**src/rtl/output_argmax_if.sv**
```systemverilog
// Stream bundle for output_argmax: vector input, class/max result and, with
// ARGMAX_STATS_EN defined, the label stream and accuracy statistics.
interface output_argmax_if #(
    parameter int NO  = 7,
    parameter int NH1 = 6,
    parameter int WV  = 8,
    parameter int WN  = 16
);
    localparam int WO = $clog2(NH1) + 1 + WV;
    localparam int WC = (NO > 1) ? $clog2(NO) : 1;

    logic               iValid_AM_Output;
    logic               oReady_AM_Output;
    logic [NO*WO-1:0]   iData_AM_Output;
    logic               oValid_BM_Class;
    logic               iReady_BM_Class;
    logic [WC-1:0]      oData_BM_Class;
    logic [WO-1:0]      oData_BM_Max;

    // Out-of-range parameters elaborate an undriven flag that lint reports.
    if (NO < 1 || WN < 1) begin : gBadParams
        logic badParams;
    end

`ifdef ARGMAX_STATS_EN
    logic               iValid_AS_Label;
    logic               oReady_AS_Label;
    logic [WC-1:0]      iData_AS_Label;
    logic               oData_BM_Hit;
    logic               iClear;
    logic [WN-1:0]      oHitCount;
    logic [WN-1:0]      oTotalCount;

    modport slave (
        input  iValid_AM_Output, iData_AM_Output, iReady_BM_Class,
               iValid_AS_Label, iData_AS_Label, iClear,
        output oReady_AM_Output, oValid_BM_Class, oData_BM_Class, oData_BM_Max,
               oReady_AS_Label, oData_BM_Hit, oHitCount, oTotalCount
    );
    modport master (
        output iValid_AM_Output, iData_AM_Output, iReady_BM_Class,
               iValid_AS_Label, iData_AS_Label, iClear,
        input  oReady_AM_Output, oValid_BM_Class, oData_BM_Class, oData_BM_Max,
               oReady_AS_Label, oData_BM_Hit, oHitCount, oTotalCount
    );
`else
    modport slave (
        input  iValid_AM_Output, iData_AM_Output, iReady_BM_Class,
        output oReady_AM_Output, oValid_BM_Class, oData_BM_Class, oData_BM_Max
    );
    modport master (
        output iValid_AM_Output, iData_AM_Output, iReady_BM_Class,
        input  oReady_AM_Output, oValid_BM_Class, oData_BM_Class, oData_BM_Max
    );
`endif
endinterface

```
**src/rtl/output_argmax.sv**
```systemverilog
// Serial argmax over NO signed lanes (one lane per cycle); result on a valid/ready stream.
// Define ARGMAX_STATS_EN to add the label stream and saturating hit/total counters.
module output_argmax #(
    parameter int NO  = 7,
    parameter int NH1 = 6,
    parameter int WV  = 8,
    parameter int WN  = 16
) (
    input  logic           iCLK,
    input  logic           iRST,
    output_argmax_if.slave bus
);
    localparam int WO = $clog2(NH1) + 1 + WV;
    localparam int WC = (NO > 1) ? $clog2(NO) : 1;
    localparam logic [WC-1:0] LAST_LANE = WC'(NO - 1);

    typedef enum logic [1:0] {IDLE, SCAN, OUT} state_t;
    state_t state_q, state_d;

    logic signed [WO-1:0] lanes_q [NO];
    logic signed [WO-1:0] lanes_d [NO];
    logic signed [WO-1:0] max_q, max_d, resMax_q, resMax_d, laneK, srcMax;
    logic [WC-1:0]        idx_q, idx_d, k_q, k_d, resIdx_q, resIdx_d, srcIdx;
    logic                 readyInt, accept, toOut, better;

    if (NO < 1 || WN < 1) begin : gBadParams
        logic badParams;
    end

`ifdef ARGMAX_STATS_EN
    localparam logic [WN-1:0] CNT_MAX = '1;
    logic [WC-1:0] label_q, label_d, labelNow;
    logic          hit_q, hit_d, hitNow;
    logic [WN-1:0] hitCnt_q, hitCnt_d, totCnt_q, totCnt_d;

    assign accept = readyInt && bus.iValid_AM_Output && bus.iValid_AS_Label;
`else
    assign accept = readyInt && bus.iValid_AM_Output;
`endif

    assign toOut = (state_d == OUT) && (state_q != OUT);

    always_ff @(posedge iCLK) begin
        if (iRST) state_q <= IDLE;
        else      state_q <= state_d;
    end

    always_comb begin
        state_d = state_q;
        unique case (state_q)
            IDLE:    if (accept) state_d = (NO == 1) ? OUT : SCAN;
            SCAN:    if (k_q == LAST_LANE) state_d = OUT;
            OUT:     if (bus.iReady_BM_Class) state_d = IDLE;
            default: state_d = IDLE;
        endcase
    end

    // Handshake flags are gated by reset so nothing is offered or accepted while it is held.
    always_comb begin
        readyInt             = (state_q == IDLE) && !iRST;
        bus.oReady_AM_Output = readyInt;
        bus.oValid_BM_Class  = (state_q == OUT) && !iRST;
        bus.oData_BM_Class   = resIdx_q;
        bus.oData_BM_Max     = resMax_q;
`ifdef ARGMAX_STATS_EN
        bus.oReady_AS_Label  = readyInt;
        bus.oData_BM_Hit     = hit_q;
        bus.oHitCount        = hitCnt_q;
        bus.oTotalCount      = totCnt_q;
`endif
    end

    // srcMax/srcIdx is the best-so-far after this cycle; in IDLE it is lane 0 of the incoming vector.
    always_comb begin
        lanes_d  = lanes_q;
        max_d    = max_q;
        idx_d    = idx_q;
        k_d      = k_q;
        resMax_d = resMax_q;
        resIdx_d = resIdx_q;
        laneK    = lanes_q[k_q];
        better   = laneK > max_q;
        if (state_q == SCAN) begin
            srcMax = better ? laneK : max_q;
            srcIdx = better ? k_q : idx_q;
        end else begin
            srcMax = $signed(bus.iData_AM_Output[WO-1:0]);
            srcIdx = '0;
        end
        if (accept) begin
            for (int k = 0; k < NO; k++) lanes_d[k] = $signed(bus.iData_AM_Output[k*WO +: WO]);
            max_d = srcMax;
            idx_d = '0;
            k_d   = WC'(1);
        end else if (state_q == SCAN) begin
            max_d = srcMax;
            idx_d = srcIdx;
            k_d   = k_q + WC'(1);
        end
        if (toOut) begin
            resMax_d = srcMax;
            resIdx_d = srcIdx;
        end
    end

    always_ff @(posedge iCLK) begin
        if (iRST) begin
            for (int k = 0; k < NO; k++) lanes_q[k] <= '0;
            max_q    <= '0;
            idx_q    <= '0;
            k_q      <= '0;
            resMax_q <= '0;
            resIdx_q <= '0;
        end else begin
            lanes_q  <= lanes_d;
            max_q    <= max_d;
            idx_q    <= idx_d;
            k_q      <= k_d;
            resMax_q <= resMax_d;
            resIdx_q <= resIdx_d;
        end
    end

`ifdef ARGMAX_STATS_EN
    // A clear in the same cycle as a finished scan discards that event from the counters.
    always_comb begin
        label_d  = label_q;
        hit_d    = hit_q;
        hitCnt_d = hitCnt_q;
        totCnt_d = totCnt_q;
        labelNow = (state_q == IDLE) ? bus.iData_AS_Label : label_q;
        hitNow   = (srcIdx == labelNow);
        if (accept) label_d = bus.iData_AS_Label;
        if (toOut)  hit_d   = hitNow;
        if (bus.iClear) begin
            hitCnt_d = '0;
            totCnt_d = '0;
        end else if (toOut) begin
            if (totCnt_q != CNT_MAX)           totCnt_d = totCnt_q + WN'(1);
            if (hitNow && hitCnt_q != CNT_MAX) hitCnt_d = hitCnt_q + WN'(1);
        end
    end

    always_ff @(posedge iCLK) begin
        if (iRST) begin
            label_q  <= '0;
            hit_q    <= 1'b0;
            hitCnt_q <= '0;
            totCnt_q <= '0;
        end else begin
            label_q  <= label_d;
            hit_q    <= hit_d;
            hitCnt_q <= hitCnt_d;
            totCnt_q <= totCnt_d;
        end
    end
`endif
endmodule

```
**src/flat_wrapper.sv**
```systemverilog
// flat-port wrapper written by rule: the top's interface ports become plain ports
module output_argmax_flat 
#(
    parameter int NO  = 7,
    parameter int NH1 = 6,
    parameter int WV  = 8,
    parameter int WN  = 16
)
  (iCLK, iRST, bus_iValid_AM_Output, bus_iData_AM_Output, bus_iReady_BM_Class, bus_oReady_AM_Output, bus_oValid_BM_Class, bus_oData_BM_Class, bus_oData_BM_Max);
  output_argmax_if #(.NO(NO), .NH1(NH1), .WV(WV), .WN(WN)) bus_i ();
  input  logic iCLK;
  input  logic iRST;
  input wire logic [$bits(bus_i.iValid_AM_Output)-1:0] bus_iValid_AM_Output;
  input wire logic [$bits(bus_i.iData_AM_Output)-1:0] bus_iData_AM_Output;
  input wire logic [$bits(bus_i.iReady_BM_Class)-1:0] bus_iReady_BM_Class;
  output wire logic [$bits(bus_i.oReady_AM_Output)-1:0] bus_oReady_AM_Output;
  output wire logic [$bits(bus_i.oValid_BM_Class)-1:0] bus_oValid_BM_Class;
  output wire logic [$bits(bus_i.oData_BM_Class)-1:0] bus_oData_BM_Class;
  output wire logic [$bits(bus_i.oData_BM_Max)-1:0] bus_oData_BM_Max;
  assign bus_i.iValid_AM_Output = bus_iValid_AM_Output;
  assign bus_i.iData_AM_Output = bus_iData_AM_Output;
  assign bus_i.iReady_BM_Class = bus_iReady_BM_Class;
  assign bus_oReady_AM_Output = bus_i.oReady_AM_Output;
  assign bus_oValid_BM_Class = bus_i.oValid_BM_Class;
  assign bus_oData_BM_Class = bus_i.oData_BM_Class;
  assign bus_oData_BM_Max = bus_i.oData_BM_Max;
  output_argmax #(.NO(NO), .NH1(NH1), .WV(WV), .WN(WN)) u_core (.iCLK(iCLK), .iRST(iRST), .bus(bus_i));
endmodule
```
**config.mk**
```make
export PLATFORM = sky130hd
export DESIGN_NAME = output_argmax_flat
export DESIGN_NICKNAME = d
export VERILOG_FILES = /design/src/rtl/output_argmax_if.sv /design/src/rtl/output_argmax.sv /design/src/flat_wrapper.sv
export SDC_FILE = /design/constraint.sdc
export NUM_CORES = 1
export LEC_CHECK = 0
export BUFFER_PORTS_ARGS = -buffer_cell sky130_fd_sc_hd__buf_2
export CAP_MARGIN = 20
export CORE_MARGIN = 2
export CORE_UTILIZATION = 40
export CTS_CLUSTER_DIAMETER = 100
export DETAILED_ROUTE_END_ITERATION = 10
export PLACE_DENSITY = 0.71
export SYNTH_ARGS = -nofsm -noshare
export SYNTH_HDL_FRONTEND = slang
export SYNTH_SLANG_ARGS = --single-unit
```
**constraint.sdc**
```tcl
create_clock -name iCLK -period 4.8 [get_ports iCLK]
set_clock_uncertainty 0.05 [all_clocks]
set_input_delay 0.48 -clock iCLK [delete_from_list [all_inputs] [get_ports iCLK]]
set_output_delay 0.48 -clock iCLK [all_outputs]
set_load 0.05 [all_outputs]
```
# == Word level (Yosys, flattened, before mapping) ==
# Cells that the tools add are included.
# op_classes
n_addsub,1
magnitude_cmp,2
n_eq_ne,5
muxes,15
bitwise_logic,1
reduce_logical,8
# ops
operator,count
12-bit two-way mux,6
12-bit binary-select mux with 3-bit select,1
12-bit > comparator,1
2-bit two-way mux,3
3-bit two-way mux,2
2-bit one-hot mux with 3 select lines,1
"2-bit equality test, second input constant",2
"4-bit >= comparator, second input constant",1
1-bit logical AND,4
3-bit inverter with 4-bit output,1
"3-bit by 1-bit adder with 3-bit output, second input constant",1
"3-bit equality test, second input constant",1
"2-bit by 1-bit equality test with 1-bit output, second input constant",1
2-bit zero test,1
1-bit two-way mux,2
"2-bit != test, second input constant",1
2-bit nonzero test,1
2-bit OR reduction,1
1-bit zero test,1
# word_totals
register_bits,119
output_inout_bits,17

# == Logic depth before layout (Yosys ltp) ==
# Gate-level depths: netlist (run 1).
# logic_depth
word_depth,9
ltp_mapped,14
depth_no_buf,11

# == Least setup slack after synthesis (run 1) ==
# No wires, ideal clock.
# synth_timing
path_kind,reg-to-reg
start,reg u_core.k_q[1]
end,"reg u_core.resMax_q[10], in the netlist u_core.bus.oData_BM_Max[10]"
t_arrival_ns,3.060
slack_ns,1.604
stages_incl_launch_ff,13
path_cell_list,dfxtp_1 buf_4 mux2_2 a221oi_1 a221oi_2 ha_1 a21o_1 a2111o_1 o31a_1 buf_6 buf_6 mux2i_1 a211oi_1
# synth_via
elab_chain_len,7
# synth_lines
element,line_no,rtl
"start, declared",output_argmax.sv:23,"logic [WC-1:0] idx_q, idx_d, k_q, k_d, resIdx_q, resIdx_d, srcIdx;"
"start signal, assigned",output_argmax.sv:118,k_q <= k_d;
3-bit inverter with 4-bit output (implied by the code),output_argmax.sv:81,laneK = lanes_q[k_q];
12-bit binary-select mux with 3-bit select,output_argmax.sv:81,
12-bit two-way mux (implied by the code) (2 in series),output_argmax.sv:81,
12-bit > comparator,output_argmax.sv:82,better = laneK > max_q;
12-bit two-way mux,output_argmax.sv:84,srcMax = better ? laneK : max_q;
12-bit two-way mux,output_argmax.sv:83,if (state_q == SCAN) begin
"end signal, assigned",output_argmax.sv:119,resMax_q <= resMax_d;
"end, declared",output_argmax.sv:22,"logic signed [WO-1:0] max_q, max_d, resMax_q, resMax_d, laneK, srcMax;"
# Several ways; a longest one is shown, not always the timed one. The select of a mux whose other input is x is not followed.
# A chain may end at the register's enable or synchronous reset.

# == Final worst setup path (run 1) ==
# layout_timing
start,reg u_core.k_q[0]
end,"reg u_core.resMax_q[0], in the netlist u_core.bus.oData_BM_Max[0]"
# The elaborated chain is that of the path after synthesis.

==> results.yml, run 1 <==
outcome:
  status: "finished clean"
critical_path:
  critPathSlowestCell: "nor2_1"
  cp.arrival_ns: 4.34
  rrSetupSlack_ns: 0.74
  path_delay_family: "compound AO/OA/AOI/OAI gates"
  cp-end-kind: "register"
  crit_type: "register to register"
  setup.worst_path.start_class: "register"
  reg2reg_depth: 11
  worstPathRequired_ns: 5.08
  reg2reg_from: "u_core.k_q[0]$_SDFFE_PP0P_"
  r2r_end: "u_core.bus.oData_BM_Max[0]$_SDFFE_PP0P_"
  crit_buf_inv: 2
  crit_fanout: 15
  slowest_delay_ns: 0.68
  path_cells: "inv_2 > nor2_1 > a221oi_1 > a221oi_2 > ha_1 > a21o_1 > a2111o_1 > o31ai_2 > buf_4 > nand2_1 > a311oi_1"
worst_hold_path:
  min_path_type: "input pin to register"
  holdPathEnd: "u_core.lanes_q[10]$_SDFFE_PP0P_"
  hold_depth: 3
  min_from: "bus_iData_AM_Output[82]"
cts:
  cts-buffers-inserted: 17
  root_buffer: "clkbuf_16"
  hold_buffers: 0
  cts_sinks: 119
  cts_tree: "yes"
  cts-resized-gates: 0
  clkLatencyLatePin_ns: 0.42
  cts_buffer_depth: 2
  ctsHtreeMaxLevel: 4
  postCtsSetupBuffers: 0
  clkTransAtPathRegs_ns: 0.05
floorplan:
  die_h_um: 122
  io_pins: 105
  std_cell_rows: 43
  die_area_mm2: 0.0148
  coreArea_mm2: 0.0137
  initial_core_util_pct: 40.4
  die_w_um: 122
synth:
  synth-async-reset-ratio_pct: 0
  synthSimpleGateAreaFrac_pct: 16.5
  synthMuxAreaShare_pct: 9.29
  synth-seq-area-share_pct: 42.9
  synthAdderAreaFrac_pct: 3.16
  synth_area_mm2: 0.00555
  synth_edf_count: 0
  syn-num-nets: 772
  synth_top_area_share_pct: 42.9
  yosys_warnings: 0
  synth_area_per_cell_um2: 8.28
  yosys_most_used_dff: "dfxtp_1"
  synth_commonest_cells: "192 x nand2_1, 123 x a21oi_1, 119 x dfxtp_1"
  synth_top_family_by_area: "compound AO/OA/AOI/OAI gates"
  synth_cell_type_count: 40
  synth.most_common_cell: "nand2_1"
  synth_top_area_cell: "dfxtp_1"
  synth-xor-area-share_pct: 0.316
  syn_inst: 670
  synth_compound_area_share_pct: 22.2
  synth_area_leaders: "dfxtp_1 43%, nand2_1 13%, a21oi_1 11%"
  synth.ff_latch_count: 119
global_routing:
  grt_pass1_wl_mm: 23.7
  grt_usage_pct: 20.8
  grt_pass1_vias: 4631
  grt_max_degree: 94
  grt_overflow_total: 0
  antenna_found_initial: 0
detailed_routing:
  first_pass_iters: 5
  routedWlPerCell_um: 15.7
  vias: 4960
  vias_per_cell: 5.27
  drc: 0
  ant_nets: 0
  wirelength_mm: 14.8
  drt-initial-drc-count: 437
sta:
  fin_crit_ns: 4.06
  fin_ws_ns: 0.739
  worstMarginPinSlew_ns: 1.03
  rsz0062_at_grt: "false"
  final_hold_viol_count: 0
  setup-tns-final_ns: 0
  slew_violations: 0
  finalCritPeriodShare_pct: 84.6
  max_freq_mhz: 246
  slew_headroom_pct: 31.6
  setup_viol: 0
place:
  dp_worst_setup_slack_ns: 0.886
  gp_congestion: 0.868
  numPortBuffers: 104
  dp_hpwl_mm: 10.2
finish:
  diodes: 0
  nFillCells: 1352
  area_growth_pct: 21.4
  regArea_mm2: 0.00238
  multi_input_area_mm2: 0.00286
  num-nets-final: 851
  drive_gt1_share_pct: 22.7
power:
  pwr_density_cell_mw_per_mm2: 444
  max-vdd-ir-drop_mv: 0.258
  leakage_nw: 2.71
run:
  maxCapViolations: 0
## area by class of cell
type,count,share of cell area (%)
Inverter,14,0.780
Timing Repair Buffer,113,8.77
Tap cell,180,3.34
Clock inverter,9,2.19
Clock buffer,22,7.04
Multi-Input combinational cell,484,42.5
Sequential cell,119,35.4
## state kept, by name, summed over array words and instances (netlist names)
signal / cells
u_core.bus.oData_BM_Max: 12
u_core.lanes_q: 84
u_core.k_q: 3
u_core.state_q: 2
u_core.idx_q: 3
u_core.bus.oData_BM_Class: 3
u_core.max_q: 12
## worst min-delay path, stage by stage
cell and delay [ns]:
buf_2 0.09, nand2_1 0.04, a21oi_1 0.05
## cell usage in the layout (no fill, tap or decap), types with 3 or more instances in the layout
cell	count
a211oi_1	12
a21o_1	3
a21oi_1	123
a221oi_1	13
a221oi_2	10
a311oi_1	3
buf_2	103
buf_4	10
bufinv_16	4
clkbuf_16	17
clkbuf_8	3
clkinv_2	4
dfxtp_1	118
ha_1	14
inv_1	13
mux2_2	12
mux2i_1	38
nand2_1	191
nand4_1	3
nor2_1	23
nor3_1	3
o211a_1	11
## report_power, final
part	switching [W]	internal, W
logic	0.000331	0.000229
registers	0.0000465	0.00104
clock network	0.000433	0.000902
total	0.000811	0.00218
## worst max path at each step
stage,startpoint,to,slack (ns),cells after the start
2_1_floorplan,u_core.k_q[1]$_SDFFE_PP0P_,u_core.bus.oData_BM_Max[10]$_SDFFE_PP0P_,1.60,12
3_3_place_gp,u_core.k_q[0]$_SDFFE_PP0P_,u_core.bus.oData_BM_Max[11]$_SDFFE_PP0P_,1.04,12
3_5_place_dp,u_core.k_q[0]$_SDFFE_PP0P_,u_core.bus.oData_BM_Max[0]$_SDFFE_PP0P_,0.89,11
4_1_cts,u_core.k_q[0]$_SDFFE_PP0P_,u_core.bus.oData_BM_Max[0]$_SDFFE_PP0P_,0.87,11
5_1_grt,u_core.k_q[0]$_SDFFE_PP0P_,u_core.bus.oData_BM_Max[7]$_SDFFE_PP0P_,0.52,12
6_report,u_core.k_q[0]$_SDFFE_PP0P_,u_core.bus.oData_BM_Max[0]$_SDFFE_PP0P_,0.74,11
## stage by stage
stage	instance area (um^2)	power, W	hold slack [ns]	cells	util, %
after global routing	6730	0.00312	0.239	941	49.1
after CTS	6730	0.00300	0.237	941	49.1
after detailed placement	6110	0.00166	0.396	910	44.6
final	6730	0.00299	0.250	941	49.1
after global placement	6110	0.00165	0.391	910	44.6
after floorplan	5550	0.00153	0.383	670	-
## cells by family (layout without fill, tap and decap cells)
| logic type | count (synthesis) | after routing |
|---|---|---|
| flops | 119 | 119 |
| buf+inv | 67 | 158 |
| fa+ha+maj | 14 | 14 |
| mux | 50 | 50 |
| simple gates | 233 | 233 |
| xor+xnor | 2 | 2 |
| compound gates | 185 | 185 |
## per-layer routing
metal	track usage, %	wire length [um]
met5	0	0
met3	4.45	988
met2	32.6	6830
met1	28.3	6740
met4	7.54	246
Power figures use the tool's default switching activity.
==> run 2: changes to the inputs <==
- clock period: 4.8 -> 4.21 ns (I/O delays scaled with it)
==> results.yml, run 2 (synthesis results as in run 1) <==
global_routing:
  grt_max_degree: 82
  antenna_found_initial: 0
  grt_pass1_vias: 4590
  grt_usage_pct: 20.8
  grt_overflow_total: 0
  grt_pass1_wl_mm: 23.6
finish:
  diodes: 0
  area_growth_pct: 21.4
  final_cell_mix: "191 x nand2_1, 123 x a21oi_1, 118 x dfxtp_1"
  layout_commonest_cell: "nand2_1"
  num-nets-final: 852
  largest_register_ffs: 84
  drive_gt1_share_pct: 23.1
  largest-register: "u_core.lanes_q"
  final_area_mm2: 0.00674
cts:
  cts-buffers-inserted: 17
  hold_buffers: 0
  cts_buffer_depth: 2
  root_buffer: "clkbuf_16"
  postCtsSetupBuffers: 0
  cts_sinks: 119
  ctsHtreeMaxLevel: 4
  clkLatencyLatePin_ns: 0.41
  cts_tree: "yes"
  cts-resized-gates: 0
  clkTransAtPathRegs_ns: 0.06
critical_path:
  cp-end-kind: "register"
  r2r_end: "u_core.bus.oData_BM_Class[1]$_SDFFE_PP0P_"
  cp.arrival_ns: 4.27
  setup.worst_path.start_class: "register"
  crit_end: "u_core.bus.oData_BM_Class[1]$_SDFFE_PP0P_"
  crit_fanout: 15
  reg2reg_depth: 11
  crit_start: "u_core.k_q[0]$_SDFFE_PP0P_"
  reg2reg_from: "u_core.k_q[0]$_SDFFE_PP0P_"
  crit_type: "register to register"
  worstPathRequired_ns: 4.47
  rrSetupSlack_ns: 0.20
floorplan:
  initial_core_util_pct: 40.4
  coreArea_mm2: 0.0137
  std_cell_rows: 43
  io_pins: 105
  die_w_um: 122
  die_h_um: 122
  die_area_mm2: 0.0148
power:
  clockPowerShare_pct: 43.9
  leakage_nw: 2.70
  netSwitchingFraction_pct: 29.1
  p_seq_share_pct: 37.0
  pwr_density_cell_mw_per_mm2: 500
  power.switching_w: 0.000979
  max-vdd-ir-drop_mv: 0.304
  power_frac_comb_pct: 19.1
  power.internal_w: 0.00239
detailed_routing:
  vias: 4983
  drt-initial-drc-count: 524
  wirelength_mm: 14.8
  ant_nets: 0
  routedWlPerCell_um: 15.7
  first_pass_iters: 5
  drc: 0
  vias_per_cell: 5.28
sta:
  finalCritPeriodShare_pct: 95.2
  final_hold_viol_count: 0
  worstMarginPinSlew_ns: 1.03
  slew_headroom_pct: 31.6
  slew_violations: 0
  fin_crit_ns: 4.01
  rsz0062_at_grt: "false"
  setup-tns-final_ns: 0
  max_freq_mhz: 249
  setup_viol: 0
worst_hold_path:
  min_from: "bus_iData_AM_Output[12]"
  min_path_type: "input pin to register"
place:
  place_area_mm2: 0.00611
  gp_congestion: 0.853
  numPortBuffers: 104
  dp_hpwl_mm: 10.3
run:
  maxCapViolations: 0
outcome:
  status: "finished clean"
run 2: cell type report:
class,count,area [um^2]
repair buffers,114,611
inverters,14,52.6
clock inverters,14,175
multi-input cells,484,2860
well taps,180,225
flip-flops and latches,119,2380
clock buffers,18,429
fillers,1333,6980
run 2: power groups by stage:
stage	clock [W]	combinational (W)	sequential, W
after floorplan	0	0.000496	0.00125
after global placement	0	0.000620	0.00127
after detailed placement	0	0.000630	0.00127
after CTS	0.00150	0.000633	0.00124
after global routing	0.00155	0.000710	0.00125
final	0.00148	0.000643	0.00125
run 2: how the worst min path moves through the flow:
stage,to,slack (ns),cells after the start
global route,u_core.lanes_q[11]$_SDFFE_PP0P_,0.18,3
global placement,u_core.lanes_q[76]$_SDFFE_PP0P_,0.39,2
detailed placement,u_core.lanes_q[0]$_SDFFE_PP0P_,0.40,2
CTS,u_core.lanes_q[36]$_SDFFE_PP0P_,0.18,3
finish,u_core.lanes_q[60]$_SDFFE_PP0P_,0.19,3
floorplan,u_core.lanes_q[0]$_SDFFE_PP0P_,0.38,2
run 2: through the flow:
step	power [W]	hold slack [ns]	util [%]	cells	setup slack, ns
floorplan	0.00174	0.383	-	670	1.01
CTS	0.00337	0.175	49.0	942	0.300
global route	0.00351	0.185	49.1	943	0.00826
global placement	0.00189	0.391	44.6	910	0.425
detailed placement	0.00190	0.396	44.6	910	0.330
finish	0.00337	0.190	49.1	943	0.201
run 2: critical path, stage by stage, from the launching register on:
cell and delay (ns):
dfxtp_1 0.44, inv_2 0.17, nor2_1 0.61, a221oi_1 0.23, a221oi_2 0.34, ha_1 0.32
a21o_1 0.16, a2111o_1 0.43, o31ai_2 0.56, buf_4 0.29, nand2_1 0.07, a311oi_1 0.23
run 2: layer usage:
layer	GRT usage, %	routed length, um
met1	27.9	6910
met2	32.1	6670
met3	4.82	859
met4	9.05	400
met5	0	0
